`src/rtl/ifu_fetch.sv`:
```
// Instruction fetch unit: holds the architectural PC, issues one imem request at a time,
// presents {inst, pc} to the decoder and waits for the resolved next PC before fetching again.
module ifu_fetch #(
  parameter int unsigned     PC_W     = 32,
  parameter int unsigned     INST_W   = 32,
  parameter logic [PC_W-1:0] RESET_PC = PC_W'(32'h8000_0000)
) (
  input  logic              clk_i,
  input  logic              rst_n_i,
  input  logic              npc_valid_i,
  input  logic [PC_W-1:0]   npc_i,
  output logic              npc_ready_o,
  output logic              imem_req_valid_o,
  input  logic              imem_req_ready_i,
  output logic [PC_W-1:0]   imem_req_addr_o,
  input  logic              imem_rsp_valid_i,
  input  logic [INST_W-1:0] imem_rsp_data_i,
  output logic              inst_valid_o,
  input  logic              inst_ready_i,
  output logic [INST_W-1:0] inst_o,
  output logic [PC_W-1:0]   inst_pc_o,
  output logic              inst_fault_o,
  output logic [31:0]       fetch_cnt_o
);

  localparam int unsigned CNT_W = 32;

  localparam logic [1:0] S_REQ      = 2'd0;
  localparam logic [1:0] S_WAIT     = 2'd1;
  localparam logic [1:0] S_HOLD     = 2'd2;
  localparam logic [1:0] S_WAIT_NPC = 2'd3;

  logic [1:0]        r_state;
  logic [PC_W-1:0]   r_pc;
  logic [INST_W-1:0] r_inst;
  logic [PC_W-1:0]   r_inst_pc;
  logic              r_fault;
  logic [CNT_W-1:0]  r_fetch_cnt;
  logic              r_req_valid;
  logic              r_inst_valid;
  logic              r_npc_ready;

  logic [1:0]        w_state_nxt;
  logic [PC_W-1:0]   w_pc_nxt;
  logic [INST_W-1:0] w_inst_nxt;
  logic [PC_W-1:0]   w_inst_pc_nxt;
  logic              w_fault_nxt;
  logic [CNT_W-1:0]  w_fetch_cnt_nxt;
  logic              w_req_valid_nxt;
  logic              w_inst_valid_nxt;
  logic              w_npc_ready_nxt;

  // State and datapath registers; handshake flags are registered copies of the next state
  // so every valid/ready is low during reset and for the first cycle after release.
  always_ff @(posedge clk_i or negedge rst_n_i) begin
    if (!rst_n_i) begin
      r_state      <= S_REQ;
      r_pc         <= RESET_PC;
      r_inst       <= '0;
      r_inst_pc    <= '0;
      r_fault      <= 1'b0;
      r_fetch_cnt  <= '0;
      r_req_valid  <= 1'b0;
      r_inst_valid <= 1'b0;
      r_npc_ready  <= 1'b0;
    end else begin
      r_state      <= w_state_nxt;
      r_pc         <= w_pc_nxt;
      r_inst       <= w_inst_nxt;
      r_inst_pc    <= w_inst_pc_nxt;
      r_fault      <= w_fault_nxt;
      r_fetch_cnt  <= w_fetch_cnt_nxt;
      r_req_valid  <= w_req_valid_nxt;
      r_inst_valid <= w_inst_valid_nxt;
      r_npc_ready  <= w_npc_ready_nxt;
    end
  end

  // Next-state and next-datapath decode; responses outside WAIT fall through untouched.
  always_comb begin
    w_state_nxt     = r_state;
    w_pc_nxt        = r_pc;
    w_inst_nxt      = r_inst;
    w_inst_pc_nxt   = r_inst_pc;
    w_fault_nxt     = r_fault;
    w_fetch_cnt_nxt = r_fetch_cnt;

    case (r_state)
      S_REQ: begin
        if (r_req_valid && imem_req_ready_i) begin
          w_state_nxt = S_WAIT;
        end
      end
      S_WAIT: begin
        if (imem_rsp_valid_i) begin
          w_inst_nxt    = imem_rsp_data_i;
          w_inst_pc_nxt = r_pc;
          w_fault_nxt   = 1'b0;
          w_state_nxt   = S_HOLD;
        end
      end
      S_HOLD: begin
        if (r_inst_valid && inst_ready_i) begin
          w_fetch_cnt_nxt = r_fetch_cnt + CNT_W'(1);
          w_state_nxt     = S_WAIT_NPC;
        end
      end
      S_WAIT_NPC: begin
        if (r_npc_ready && npc_valid_i) begin
          w_pc_nxt = npc_i;
          if (npc_i[1:0] == 2'b00) begin
            w_state_nxt = S_REQ;
          end else begin
            // Misaligned target: report a fault to the decoder instead of fetching.
            w_inst_nxt    = '0;
            w_inst_pc_nxt = npc_i;
            w_fault_nxt   = 1'b1;
            w_state_nxt   = S_HOLD;
          end
        end
      end
      default: begin
        w_state_nxt = S_REQ;
      end
    endcase

    w_req_valid_nxt  = (w_state_nxt == S_REQ);
    w_inst_valid_nxt = (w_state_nxt == S_HOLD);
    w_npc_ready_nxt  = (w_state_nxt == S_WAIT_NPC);
  end

  assign npc_ready_o      = r_npc_ready;
  assign imem_req_valid_o = r_req_valid;
  assign imem_req_addr_o  = r_pc;
  assign inst_valid_o     = r_inst_valid;
  assign inst_o           = r_inst;
  assign inst_pc_o        = r_inst_pc;
  assign inst_fault_o     = r_fault;
  assign fetch_cnt_o      = r_fetch_cnt;

endmodule

```
`config.mk`:
```
export PLATFORM = sky130hd
export DESIGN_NAME = ifu_fetch
export DESIGN_NICKNAME = d
export VERILOG_FILES = /design/src/rtl/ifu_fetch.sv
export SDC_FILE = /design/constraint.sdc
export NUM_CORES = 1
export LEC_CHECK = 0
export ABC_AREA = 1
export CAP_MARGIN = 20
export CORE_MARGIN = 5
export CORE_UTILIZATION = 25
export CTS_CLUSTER_DIAMETER = 150
export DETAILED_ROUTE_END_ITERATION = 10
export REMOVE_ABC_BUFFERS = 1
export SYNTH_ARGS = -nofsm -noshare
export SYNTH_HDL_FRONTEND = slang
export SYNTH_SLANG_ARGS = --single-unit
export TNS_END_PERCENT = 1
```
`constraint.sdc`:
```
create_clock -name clk_i -period 1.55 [get_ports clk_i]
set_input_delay 0.2325 -clock clk_i [delete_from_list [all_inputs] [get_ports clk_i]]
set_output_delay 0.2325 -clock clk_i [all_outputs]
set_load 0.01 [all_outputs]
```
==> reports/results.tsv, run 1 <==
stage	metric	value	unit
cts	clock buffer depth	2	
synth	Synth Instances	691	
synth	syn_area_per_cell	8.46	um2
floorplanning	core area	23300	um2
floorplanning	Core Rows	56	
floorplanning	chip height	163	um
synth	adder-cell share of the synthesized area	0.214	%
synth	#FFs+latches synth	134	
worst_setup_path	family with the most delay on the worst path	buffers and inverters	
finish	filler cell count	2420	
pwr	Peak supply drop	0.000860	V
sta	Slew Limit Fails	0	
detailed_routing	Via-to-Cell Ratio	4.26	
grt	vias in the first global route	5102	
detailed_routing	Remaining DRCs	0	
sta	final worst path period share	96.9	%
grt	largest net degree at the start of global routing	76	
finish	fin cells	1264	
worst_setup_path	crit-path max FO	19	
cts	Clk pin slew, worst setup/hold paths	60	ps
worst_setup_path	WS Path Type	flip-flop to flip-flop	
sta	Clock Skew	7.90	ps
pwr	Lkg Pwr	4.73	nW
synth	Post-Syn Area	5850	um2
floorplanning	chip width	163	um
detailed_routing	Iter 0 DRT Violations	272	
sta	Hold Vio Cnt, Final	0	
min_path	Hold Path Class	primary input to asynchronous set/reset pin	
pwr	PwrDens	1830	nW/um2
worst_setup_path	CP bufs+invs	3	
grt	global route overflow	0	
detailed_routing	DR vias	5380	
finish	FF+latch area	3360	um2
worst_setup_path	Crit-path slowest cell	dfrtp_2	
detailed_routing	final wirelength	18900	um
pwr	Total Power	17.0	mW
worst_setup_path	max incr delay on CP	460	ps
placed_design	dpl ws	-307	ps
worst_setup_path	crit end category	flip-flop	
grt	first-pass GRT wire length	27900	um
synth	number of synthesized flops with an enable pin	0	
synth	leading area contributor after synthesis	dfrtp_1	
grt	GRT Total Usage	13.3	%
placed_design	DP Cell Count	1223	
synth	Area contributors post-synth	dfrtp_1 (57%), nand2_1 (15%), o21ai_0 (6.8%), inv_1 (4.2%), o21ai_1 (3.9%)	
synth	Synth Area in XOR/XNOR	3.29	%
sta	min Tclk post-route	1500	ps
finish	synthesis-to-layout area growth	58.3	%
placed_design	GPL Wtd Cong	0.805	
detailed_routing	wire length per cell	15.0	um
finish	diodes inserted	0	
cts	Clk Latency, worst-skew pair	410	ps
placed_design	dpl hpwl	12800	um
detailed_routing	Pre-antenna DRT Iters	5	
run_status	outcome	finished clean	
synth	multiplexer share of the synthesized area	0.171	%
sta	Slew headroom	74.1	%
worst_setup_path	Startpoint Class	flip-flop	
synth	largest family of logic cells by synthesized area	simple AND/OR/NAND/NOR gates	
sta	Max Freq	0.666	GHz
synth	Warnings, synthesis	0	
cts	CTS root buffer	clkbuf_16	
synth	top-area cell type share of the netlist area	56.9	%
grt	initial antenna violation count	0	
synth	Synth Area in Simple Gates	21.1	%
synth	ys async rst share	100	%
worst_setup_path	critical path required time	1840	ps
cts	# clock sinks	134	
sta	Slew @ Worst Pin	388	ps
sta	final worst slack	47.5	ps
worst_setup_path	CP Data Arrival Time	1790	ps
synth	top-count cell post-synth	nand2_1	
synth	synth cell count leaders	nand2_1 (230), dfrtp_1 (133), o21ai_0 (80), inv_1 (66), o21ai_1 (46)	
finish	Layout Nets	1004	
sta	setup_tns	0	ps
sta	final hold slack	304	ps
synth	register area share after synthesis	57.4	%
worst_setup_path	critical path cell sequence	nor2_2 -> nand2_1 -> o21ai_1 -> inv_1 -> o21ai_4 -> buf_12 -> clkbuf_16 -> o21ai_0	
synth	compound-cell area share of the yosys netlist	11.0	%
cts	CTS tree	yes	
floorplanning	starting density of the core	25.1	%
sta	RSZ-0062 raised after global routing	true	
cts	CTS HTree Levels	4	
floorplanning	die area	26600	um2
cts	CTS buffer count	17	
floorplanning	Ports	202	
detailed_routing	ANT nets after route	0	
placed_design	IO Port Bufs	201	
finish	area of the multi-input gates	2200	um2
finish	layout cell share with drive strength beyond 1	12.0	%
synth	Synth Flop Type	dfrtp_1	
run	Max Cap Viol	0	
synth	count of cell types in the netlist	25	
sta	Final setup viols	0	
-- through the flow --
stage                     cell area (um2)  util [%]
after floorplan                      5700         -
after global placement               8540      36.7
after detailed placement             8540      36.7
after CTS                            8960      38.5
after global routing                 9260      39.8
final                                9260      39.8
-- area by class of cell --
cell class              count  area share, %
clock buffers              22           5.12
clock inverters             9          0.838
inverters                  67           2.72
multi-input cells         460           23.8
flip-flops and latches    134           36.3
well taps                 319           4.31
repair buffers            253           26.9
-- final timing paths --
check | startpoint | endpoint | cells past startpoint | slack, ps
worst max-delay path | r_state[1]$_DFF_PN0_ | inst_o[0]$_DFFE_PN0P_ | 8 | 50
worst min-delay path | rst_n_i | fetch_cnt_o[3]$_DFFE_PN0P_ | 2 | 300
worst max register to register | r_state[1]$_DFF_PN0_ | inst_o[0]$_DFFE_PN0P_ | 8 | 50
worst min register to register | imem_req_addr_o[31]$_DFFE_PN1P_ | imem_req_addr_o[31]$_DFFE_PN1P_ | 2 | 480
max in group asynchronous | rst_n_i | inst_pc_o[27]$_DFFE_PN0P_ | 3 | 690
min in group clk_i | npc_i[31] | imem_req_addr_o[31]$_DFFE_PN1P_ | 3 | 380
-- flip-flops by register name, indices dropped and copies added (netlist names) --
register / cells
inst_fault_o: 1
inst_valid_o: 1
inst_o: 32
fetch_cnt_o: 32
r_state: 2
imem_req_addr_o: 32
inst_pc_o: 32
npc_ready_o: 1
imem_req_valid_o: 1
-- cell usage in the layout (no fill, tap or decap), drive strengths merged --
master / instances
dlymetal6s2s: 14
nor2: 42
ha: 1
mux2i: 1
inv: 67
nor3: 3
xnor2: 11
xor2: 11
a21oi: 1
nand2: 230
nand3: 20
clkinvlp: 3
clkinv: 5
dfstp: 1
dfrtp: 133
clkdlybuf4s50: 68
buf: 48
nand3b: 1
dlygate4sd2: 118
bufinv: 1
o21ai: 126
and2: 1
o21bai: 1
nand4: 11
clkbuf: 26
dlygate4sd3: 1
-- cell families after synthesis --
group / Yosys count
AOI/OAI and AO/OA: 128
xor gates and xnor gates: 22
adders and majority gates: 1
buffers and inverters: 97
DFF: 134
muxes: 1
and+or+nand+nor: 308
-- power by group --
group	switching, mW	internal (mW)	total, mW	leakage [nW]
Sequential	0.723	4.83	5.55	1.68
Clock	1.52	2.31	3.83	0.268
Combinational	4.24	3.34	7.58	2.78
-- per-layer routing --
layer	share of wire [%]	track usage, %
met4	1.2	3.93
met2	49	21.9
met5	0	0
met1	46	17.5
met3	3.9	2.94
-- what timing repair did --
| item | CTS | global route |
|---|---|---|
| buffers inserted | 0 | 2 |
| pin swaps | 0 | 4 |
| hold buffers | 1 | 0 |
| hold endpoints to repair | 25 | 0 |
| setup endpoints to repair | 122 | 99 |
| gates cloned | 0 | 7 |
| gates resized for setup | 123 | 54 |
Note: power is estimated with default switching activity, not from simulation.
==> run 2: changes to the inputs <==
CTS_CLUSTER_SIZE = 12   (was unset)
clock period = 1.3 ns   (was 1.55 ns; I/O delays follow)
==> reports/results.tsv, run 2 (synthesis results as in run 1) <==
stage	metric	value	unit	change
placed_design	DP Cell Count	1263		+3.3%
cts	CTS root buffer	clkbuf_16		
pwr	Total Power	20.9	mW	+23%
worst_setup_path	CP Data Arrival Time	1860	ps	+70 ps
grt	GRT Total Usage	13.6	%	+0.30 points
floorplanning	Ports	202		unchanged
sta	setup_tns	-14390	ps	-14390 ps
grt	initial antenna violation count	0		unchanged
detailed_routing	final wirelength	18900	um	-0.30%
worst_setup_path	WS Path Type	flip-flop to flip-flop		
floorplanning	Core Rows	56		unchanged
finish	filler cell count	2316		-4.3%
worst_setup_path	reg-to-reg endpoint	fetch_cnt_o[24]$_DFFE_PN0P_		
pwr	Peak supply drop	0.00105	V	+23%
finish	most frequent cells in the layout	nand2_1 (226), dfrtp_1 (129), clkdlybuf4s15_1 (86), buf_4 (80), o21ai_0 (78)		
floorplanning	chip width	163	um	unchanged
cts	Clk Latency, worst-skew pair	410	ps	about the same
worst_setup_path	reg2reg start	r_state[0]$_DFF_PN0_		
cts	CTS HTree Levels	4		unchanged
grt	vias in the first global route	5279		+3.5%
sta	Hold Vio Cnt, Final	0		unchanged
detailed_routing	Via-to-Cell Ratio	4.21		-1.2%
finish	fin cells	1313		+3.9%
sta	min Tclk post-route	1560	ps	+58.5 ps
run	Max Cap Viol	0		unchanged
detailed_routing	ANT nets after route	0		unchanged
worst_setup_path	crit end category	flip-flop		
cts	Clk pin slew, worst setup/hold paths	60	ps	about the same
pwr	Lkg Pwr	4.61	nW	-2.5%
sta	Slew headroom	78.3	%	+4.2 points
cts	# clock sinks	134		unchanged
finish	most common cell after layout, fill and taps aside	nand2_1		
cts	clock buffer depth	2		unchanged
grt	first-pass GRT wire length	28600	um	+2.5%
sta	Max Freq	0.641	GHz	-3.7%
grt	global route overflow	0		unchanged
worst_setup_path	crit-path max FO	7		-12
placed_design	GPL Wtd Cong	0.815		+1.2%
detailed_routing	DR vias	5522		+2.6%
detailed_routing	Iter 0 DRT Violations	274		+0.74%
detailed_routing	Remaining DRCs	0		unchanged
sta	final hold slack	236	ps	-68.6 ps
detailed_routing	wire length per cell	14.4	um	-4.0%
worst_setup_path	CP startpoint	r_state[0]$_DFF_PN0_		
run_status	outcome	finished with violations		
run_status	failing checks	negative setup slack		
pwr	PwrDens	2160	nW/um2	+18%
finish	diodes inserted	0		unchanged
finish	layout cell share with drive strength beyond 1	20.7	%	+8.8 points
floorplanning	die area	26600	um2	unchanged
detailed_routing	Pre-antenna DRT Iters	4		-1
floorplanning	core area	23300	um2	unchanged
cts	CTS tree	yes		
worst_setup_path	CP Capture Point	fetch_cnt_o[24]$_DFFE_PN0P_		
placed_design	IO Port Bufs	201		unchanged
worst_setup_path	Worst R2R Path Depth	8		unchanged
worst_setup_path	critical path required time	1600	ps	-240 ps
worst_setup_path	register-to-register path setup slack	-260	ps	-310 ps
floorplanning	starting density of the core	25.1	%	unchanged
sta	Slew @ Worst Pin	326	ps	-62.7 ps
sta	RSZ-0062 raised after global routing	true		
min_path	Hold Path Class	primary input to asynchronous set/reset pin		
sta	Final setup viols	122		+122
cts	CTS buffer count	17		unchanged
grt	largest net degree at the start of global routing	76		unchanged
sta	Slew Limit Fails	0		unchanged
placed_design	dpl hpwl	13300	um	+4.0%
sta	Clock Skew	9.45	ps	+1.55 ps
finish	Layout Nets	1052		+4.8%
finish	synthesis-to-layout area growth	65.9	%	
sta	final worst slack	-261	ps	-309 ps
sta	final worst path period share	120	%	+23 points
floorplanning	chip height	163	um	unchanged
worst_setup_path	Startpoint Class	flip-flop		
==> run 2: cell count changes in the layout (fill, tap and decap cells not counted), moves of 13 or more <==
cell,previous run,this run
dlygate4sd2_1,118,1
clkdlybuf4s15_1,0,86
buf_4,36,80
buf_6,3,28
dlymetal6s2s_1,14,0
clkbuf_2,0,13
==> run 2: area by class of cell <==
cell class | instances | area, um2 | share of cell area (%)
clock inverters | 14 | 196 | 2.02
multi-input cells | 460 | 2200 | 22.7
well taps | 319 | 399 | 4.11
flip-flops and latches | 134 | 3360 | 34.6
inverters | 67 | 251 | 2.59
repair buffers | 301 | 2870 | 29.5
clock buffers | 18 | 429 | 4.42
==> run 2: per-stage QoR <==
step	utilization, %	instance area (um2)	worst slack (ps)
CTS	40.8	9490	-202
global route	41.7	9700	-317
finish	41.7	9700	-261
floorplan	-	5700	-5220
detailed placement	38.0	8850	-445
global placement	38.0	8850	-407
==> run 2: worst min-delay path by stage <==
stage / from / to
floorplan: rst_n_i / fetch_cnt_o[0]$_DFFE_PN0P_
global placement: rst_n_i / fetch_cnt_o[26]$_DFFE_PN0P_
detailed placement: rst_n_i / fetch_cnt_o[26]$_DFFE_PN0P_
CTS: rst_n_i / fetch_cnt_o[26]$_DFFE_PN0P_
global route: rst_n_i / fetch_cnt_o[26]$_DFFE_PN0P_
finish: rst_n_i / fetch_cnt_o[26]$_DFFE_PN0P_
==> run 2: what timing repair did <==
action / in CTS / in global routing
cloned: 0 / 3
gates resized for setup: 297 / 93
pin swaps: 3 / 6
endpoints found under the hold margin: 107 / 0
setup buffers: 12 / 2
hold buffers: 1 / 0
setup endpoints to repair: 260 / 213
==> run 2: worst max-delay path, cell delays in order, from the launching register on <==
cell and delay (ps):
dfrtp_1 410, inv_2 90, nand2_1 80, nor2_4 240, nand2_1 140, nor2_4 160
nand2_1 120, o21ai_1 150, nand2_1 60
==> run 2: power breakdown <==
group | switching, mW | internal [mW] | total, mW
clock | 1.93 | 3.24 | 5.17
combinational | 4.92 | 4.20 | 9.13
sequential | 0.890 | 5.76 | 6.65
total | 7.74 | 13.2 | 20.9
==> run 2: routing by layer <==
metal	wire [um]	vias to the layer above	share of wire (%)	GRT usage, %
li1	-	2774	-	-
met1	8260	2599	44	17.3
met2	9280	131	49	22.3
met3	964	18	5.1	3.82
met4	374	0	2.0	4.46
met5	0	-	0	0
